<file path="src/rtl/window_pkg.sv">
// Shared types and helpers for the window prefetcher.
package window_pkg;

  typedef enum logic [1:0] {
    IDLE,
    FETCH,
    DONE,
    FLUSH
  } fetch_state_t;

  // Value shown on pixel_out when no pixel is available.
  localparam int unsigned UNDERRUN_FILL = 0;

  // Number of pixels covered by a window with exclusive end bounds.
  function automatic int unsigned win_pixels(input int unsigned xs, input int unsigned xe,
                                             input int unsigned ys, input int unsigned ye);
    return (xe - xs) * (ye - ys);
  endfunction

endpackage

</file>
<file path="src/rtl/pixel_fifo.sv">
// First-word-fall-through pixel FIFO with occupancy count and synchronous flush.
module pixel_fifo #(
  parameter int unsigned DATA_WIDTH = 8,
  parameter int unsigned FIFO_DEPTH = 8
) (
  input  logic                              clk,
  input  logic                              rst_n,
  input  logic                              flush,
  input  logic                              push,
  input  logic [DATA_WIDTH-1:0]             din,
  input  logic                              pop,
  output logic [DATA_WIDTH-1:0]             dout,
  output logic [$clog2(FIFO_DEPTH+1)-1:0]   count,
  output logic                              empty
);

  localparam int unsigned PW = $clog2(FIFO_DEPTH);
  localparam int unsigned CW = $clog2(FIFO_DEPTH + 1);

  logic [DATA_WIDTH-1:0] mem_q [FIFO_DEPTH];
  logic [PW-1:0]         wr_q;
  logic [PW-1:0]         rd_q;

  // Storage array; contents are don't-care while the FIFO is empty.
  always_ff @(posedge clk) begin
    if (push && !flush) begin
      mem_q[wr_q] <= din;
    end
  end

  // Pointers and occupancy; flush discards everything held.
  always_ff @(posedge clk or negedge rst_n) begin
    if (!rst_n) begin
      wr_q  <= '0;
      rd_q  <= '0;
      count <= '0;
    end else if (flush) begin
      wr_q  <= '0;
      rd_q  <= '0;
      count <= '0;
    end else begin
      if (push) wr_q <= wr_q + PW'(1);
      if (pop)  rd_q <= rd_q + PW'(1);
      count <= count + CW'(push) - CW'(pop);
    end
  end

  // Head of queue is visible without a read cycle.
  always_comb begin
    dout  = mem_q[rd_q];
    empty = (count == '0);
  end

  a_no_overflow: assert property (@(posedge clk) disable iff (!rst_n)
    !(push && !pop && !flush && (count == CW'(FIFO_DEPTH))));

  a_no_underflow: assert property (@(posedge clk) disable iff (!rst_n)
    !(pop && empty && !flush));

endmodule

</file>
<file path="src/rtl/window_fetch.sv">
// Per-window pixel prefetcher: sequences framebuffer reads and feeds one pixel per in-window raster cycle.
module window_fetch
  import window_pkg::*;
#(
  parameter int unsigned SCREEN_WIDTH  = 640,
  parameter int unsigned SCREEN_HEIGHT = 480,
  parameter int unsigned X_START       = 0,
  parameter int unsigned X_END         = 64,
  parameter int unsigned Y_START       = 0,
  parameter int unsigned Y_END         = 64,
  parameter int unsigned DATA_WIDTH    = 8,
  parameter int unsigned ADDR_WIDTH    = 16,
  parameter int unsigned FIFO_DEPTH    = 8
) (
  input  logic                             clk,
  input  logic                             rst_n,
  input  logic [$clog2(SCREEN_WIDTH)-1:0]  x,
  input  logic [$clog2(SCREEN_HEIGHT)-1:0] y,
  input  logic                             frame_start,
  input  logic [ADDR_WIDTH-1:0]            base_addr,
  output logic                             mem_req,
  output logic [ADDR_WIDTH-1:0]            mem_addr,
  input  logic                             mem_gnt,
  input  logic                             mem_rvalid,
  input  logic [DATA_WIDTH-1:0]            mem_rdata,
  output logic [DATA_WIDTH-1:0]            pixel_out,
  output logic                             pixel_valid,
  output logic                             underrun
);

  localparam int unsigned XW = $clog2(SCREEN_WIDTH);
  localparam int unsigned YW = $clog2(SCREEN_HEIGHT);
  localparam int unsigned N  = win_pixels(X_START, X_END, Y_START, Y_END);
  localparam int unsigned IW = $clog2(N + 1);
  localparam int unsigned CW = $clog2(FIFO_DEPTH + 1);

  fetch_state_t          state_q, state_d;
  logic [ADDR_WIDTH-1:0] base_q;
  logic [IW-1:0]         index_q, index_d;
  logic [CW-1:0]         outs_q, outs_d;

  logic [CW-1:0]         fifo_count;
  logic                  fifo_empty;
  logic [DATA_WIDTH-1:0] fifo_head;

  logic in_win;
  logic pop_req;
  logic pop;
  logic push;
  logic gnt_acc;
  logic credit;

  // Window membership: subtracting the start folds the lower bound into the unsigned wrap.
  always_comb begin
    in_win = (((XW+1)'(x) - (XW+1)'(X_START)) < (XW+1)'(X_END - X_START)) &&
             (((YW+1)'(y) - (YW+1)'(Y_START)) < (YW+1)'(Y_END - Y_START));
    pop_req = in_win && !frame_start;
    pop     = pop_req && !fifo_empty;
    push    = mem_rvalid && (state_q != FLUSH) && !frame_start;
  end

  // Head pixel is shown only when the raster is inside and data is present.
  always_comb begin
    pixel_valid = in_win && !fifo_empty;
    pixel_out   = pixel_valid ? fifo_head : DATA_WIDTH'(UNDERRUN_FILL);
    mem_addr    = base_q + ADDR_WIDTH'(index_q);
  end

  // Next-state and request logic; frame_start overrides whatever the current state wanted.
  always_comb begin
    state_d = state_q;
    index_d = index_q;
    mem_req = 1'b0;
    credit  = (({1'b0, fifo_count} + {1'b0, outs_q}) < (CW+1)'(FIFO_DEPTH));

    if (state_q == FETCH) begin
      mem_req = credit;
    end

    gnt_acc = mem_req && mem_gnt;
    outs_d  = outs_q + CW'(gnt_acc) - CW'(mem_rvalid);

    case (state_q)
      FETCH: begin
        if (gnt_acc) begin
          index_d = index_q + IW'(1);
          if (index_q == IW'(N - 1)) state_d = DONE;
        end
      end
      FLUSH: begin
        if (outs_d == '0) state_d = FETCH;
      end
      default: begin
      end
    endcase

    if (frame_start) begin
      index_d = '0;
      state_d = (outs_d == '0) ? FETCH : FLUSH;
    end
  end

  // State register.
  always_ff @(posedge clk or negedge rst_n) begin
    if (!rst_n) state_q <= IDLE;
    else        state_q <= state_d;
  end

  // Fetch index, in-flight count, latched base and sticky underrun flag.
  always_ff @(posedge clk or negedge rst_n) begin
    if (!rst_n) begin
      base_q   <= '0;
      index_q  <= '0;
      outs_q   <= '0;
      underrun <= 1'b0;
    end else begin
      index_q <= index_d;
      outs_q  <= outs_d;
      if (frame_start) base_q <= base_addr;
      if (frame_start)                 underrun <= 1'b0;
      else if (pop_req && fifo_empty)  underrun <= 1'b1;
    end
  end

  pixel_fifo #(
    .DATA_WIDTH (DATA_WIDTH),
    .FIFO_DEPTH (FIFO_DEPTH)
  ) u_fifo (
    .clk   (clk),
    .rst_n (rst_n),
    .flush (frame_start),
    .push  (push),
    .din   (mem_rdata),
    .pop   (pop),
    .dout  (fifo_head),
    .count (fifo_count),
    .empty (fifo_empty)
  );

endmodule

</file>
<file path="config.mk">
export PLATFORM = sky130hd
export DESIGN_NAME = window_fetch
export DESIGN_NICKNAME = d
export VERILOG_FILES = /design/src/rtl/window_pkg.sv /design/src/rtl/pixel_fifo.sv /design/src/rtl/window_fetch.sv
export SDC_FILE = /design/constraint.sdc
export NUM_CORES = 1
export LEC_CHECK = 0
export ABC_AREA = 1
export CAP_MARGIN = 25
export CORE_ASPECT_RATIO = 1.75
export CORE_MARGIN = 3
export CORE_UTILIZATION = 56
export DETAILED_ROUTE_END_ITERATION = 7
export PLACE_DENSITY = 0.8
export SYNTH_ARGS = -nofsm -noshare
export SYNTH_HDL_FRONTEND = slang
export SYNTH_HIERARCHICAL = 1
export SYNTH_SLANG_ARGS = --single-unit
</file>
<file path="constraint.sdc">
create_clock -name clk -period 2.9 [get_ports clk]
set_input_delay 0.435 -clock clk [delete_from_list [all_inputs] [get_ports clk]]
set_output_delay 0.435 -clock clk [all_outputs]
set_load 0.01 [all_outputs]
</file>
==> qor.txt <==
Layout area overhead -> 20.0%
Power Dens Cells -> 471 nW/um^2
Initial antenna violation count -> 0
GRT met3 Usage -> 3.52%
Hold slack -> 0.0350 ns
Critical path class -> reg -> out
Met2 usage -> 46.3%
GRT met1 Usage -> 23.7%
Die extent in x -> 85.4 um
Tcrit/Tclk final -> 97.7%
Max Cap Violations -> 0
Reg clk slew, reported paths -> 0.08 ns
Layout Utilization -> 68.9%
Detailed-route via count -> 5,101
WP data arrival -> 2.40 ns
Global-route wire length before repair -> 23.5 mm
Leak -> 3.53 nW
Root buffer cell -> clkbuf_16
Crit path cell chain -> ha_1 -> nand2_1 -> inv_1 -> nand2_1 -> nand3_1 -> a21oi_2 -> nand3_1 -> nand2_1 -> clkdlybuf4s50_1
Sequential-to-total area share from yosys stat -> 49.7%
Worst Tran Pin Value -> 0.489 ns
Nets -> 911
Endpoints failing hold -> 0
Buffers & Inverters on Critical Path -> 2
Diodes inserted -> 0
Worst path required time -> 2.47 ns
Worst Setup Start Kind -> register
Post-synth EDFFs -> 64
Max rail drop VDD -> 362 uV
Router iterations before antenna repair -> 4
Initial Util -> 57.4%
Hold Buf Count CTS -> 0
Netlist cell types -> 32
Mapped Cells -> 759
Slowest stage delay, CP -> 0.53 ns
Clock Sinks -> 110
Remaining global-route overflow -> 0
Routed len/inst -> 15.2 um
Syn Nets -> 838
CTS tree -> built
Post-detailed-route DRC marker count -> 0
Critical Path Sink Type -> primary output
Setup Skew -> 0.0101 ns
GRT Util Overall -> 24.2%
IO Count -> 75
H-tree depth -> 3
Antenna viol nets, final -> 0
Ys flop type -> edfxtp_1
Largest net degree at the start of global routing -> 35
Post-detail-place hpwl -> 10.5 mm
Max clock buf depth -> 2
Vias in the first global route -> 5,229
1st-iter DRT viols -> 277
Final wirelength -> 14.7 mm
Crit-path leading delay family -> buffers and inverters
Share of layout cells above drive strength 1 -> 10.0%
Synthesized area -> 6180 um^2
Port buffer count -> 62
CP max stage cell -> clkdlybuf4s50_1
Vias per inst -> 5.28
Synth Warn # -> 6
Relative slew margins -> 67.4%
Post-route cell area -> 7410 um^2
Hold Crit Class -> in -> async
Row Count -> 50
Die area -> 12,400 um^2
Fill cell count -> 831
GPL Wtd Cong -> 0.889
Clock buffer count from CTS -> 9
Placed instance area -> 6960 um^2
R2r setup slk -> 0.24 ns
Syn Area/Cell -> 8.14 um^2
Die span in y -> 145 um
Pwr Total -> 3.49 mW
Yosys reg bits -> 110
Clock latency on the worst-skew pair -> 0.35 ns
Status -> finished clean
Async S/R FF share, synth -> 41.8%
CP most frequent cell -> nand2_1
Final Slew Violations -> 0
Core area -> 10,800 um^2
Min Clock Period, post-route -> 2.83 ns
Fmax -> 353 MHz
Final setup vio count -> 0
Max Fanout on Critical Path -> 6
Most Crowded Layer GR -> met2
-- report_power, final --
part	internal (mW)	switching (mW)
clock	0.612	0.601
combinational	0.238	0.279
sequential	1.72	0.0461
-- final timing paths --
path,startpoint,endpoint,depth (start not counted)
max,index_q[8],mem_addr[13],9
min,rst_n,index_q[5],1
max reg2reg,outs_q[3],state_q[1],17
min reg2reg,underrun,underrun,2
max in group asynchronous,rst_n,u_fifo/wr_q[2],2
min in group clk,underrun,underrun,2
-- per-stage QoR --
stage          TNS [ns]  instances  worst slack, ns
3_5_place_dp          0        949           0.0862
6_report              0        967           0.0653
4_1_cts               0        965          0.00724
3_3_place_gp          0        948            0.171
5_1_grt          -0.164        967          -0.0508
2_1_floorplan         0        759            0.375
-- layer usage --
layer	vias up	share of wire [%]
met1	2406	35
met4	0	3.7
li1	2516	-
met5	-	0
met3	41	3.9
met2	138	58
-- cells in the final DEF (no fill, tap or decap), types with 15 or more instances in the layout --
master / count
a21oi_1: 15
buf_4: 16
clkdlybuf4s50_1: 56
dfrtp_1: 37
edfxtp_1: 64
ha_1: 17
inv_1: 131
nand2_1: 257
nand3_1: 58
nor2_1: 57
o21ai_0: 20
-- Yosys cell counts, types with 5 or more instances --
| cell | n | area [um^2] |
|---|---|---|
| buf_6 | 5 | 56.3 |
| nand4_1 | 11 | 68.8 |
| edfxtp_1 | 64 | 1920 |
| xor2_1 | 9 | 78.8 |
| buf_4 | 5 | 37.5 |
| nand2_1 | 258 | 968 |
| dfrtp_1 | 46 | 1150 |
| inv_2 | 5 | 18.8 |
| a21oi_1 | 19 | 95.1 |
| nor2_1 | 59 | 221 |
| o21ai_0 | 20 | 100 |
| nand3_1 | 58 | 290 |
| inv_1 | 131 | 492 |
| xnor2_1 | 7 | 61.3 |
| buf_2 | 5 | 25.0 |
| ha_1 | 28 | 350 |
| nor2_2 | 5 | 31.3 |
-- layout make-up --
class	count	area, um^2	share of cell area, %
clock inverter	7	68.8	0.928
multi-input combinational	494	2600	35.1
tap	130	163	2.19
timing repair buffer	79	749	10.1
sequential	110	3080	41.6
inverter	138	523	7.05
clock buffer	9	225	3.04
-- sequential cells by signal, indices dropped and copies added, names as in the netlist --
signal        cells
u_fifo/mem_q     64
base_q           16
index_q          13
outs_q            4
u_fifo/count      4
u_fifo/rd_q       3
u_fifo/wr_q       3
state_q           2
underrun          1
-- logic make-up after synthesis --
group	after synthesis	share of synthesized area (%)
AOI/OAI and AO/OA	44	3.79
adders and majority gates	31	6.64
and+or+nand+nor	403	27.1
xor gates and xnor gates	16	2.27
buffers and inverters	155	10.5
DFF	110	49.7
-- worst reg2reg max path: stages, from the launching register on --
cell and delay [ns]:
dfrtp_1 0.40, ha_1 0.29, inv_1 0.05, nand2_1 0.04, nor2_1 0.08, nand2_1 0.09, inv_1 0.10, nand2_2 0.08
ha_1 0.27, inv_1 0.06, ha_1 0.16, inv_1 0.06, fa_1 0.37, xnor2_1 0.15, nor2_1 0.09, nand3_1 0.08
nor2_1 0.12, a21oi_1 0.05
-- what timing repair did --
item | CTS | global route
pin swaps | 1 | 1
gates resized for setup | 10 | 25
setup buffers | 0 | 2
setup endpoints to repair | 7 | 14
No activity file was read; power rests on OpenSTA's default activity.
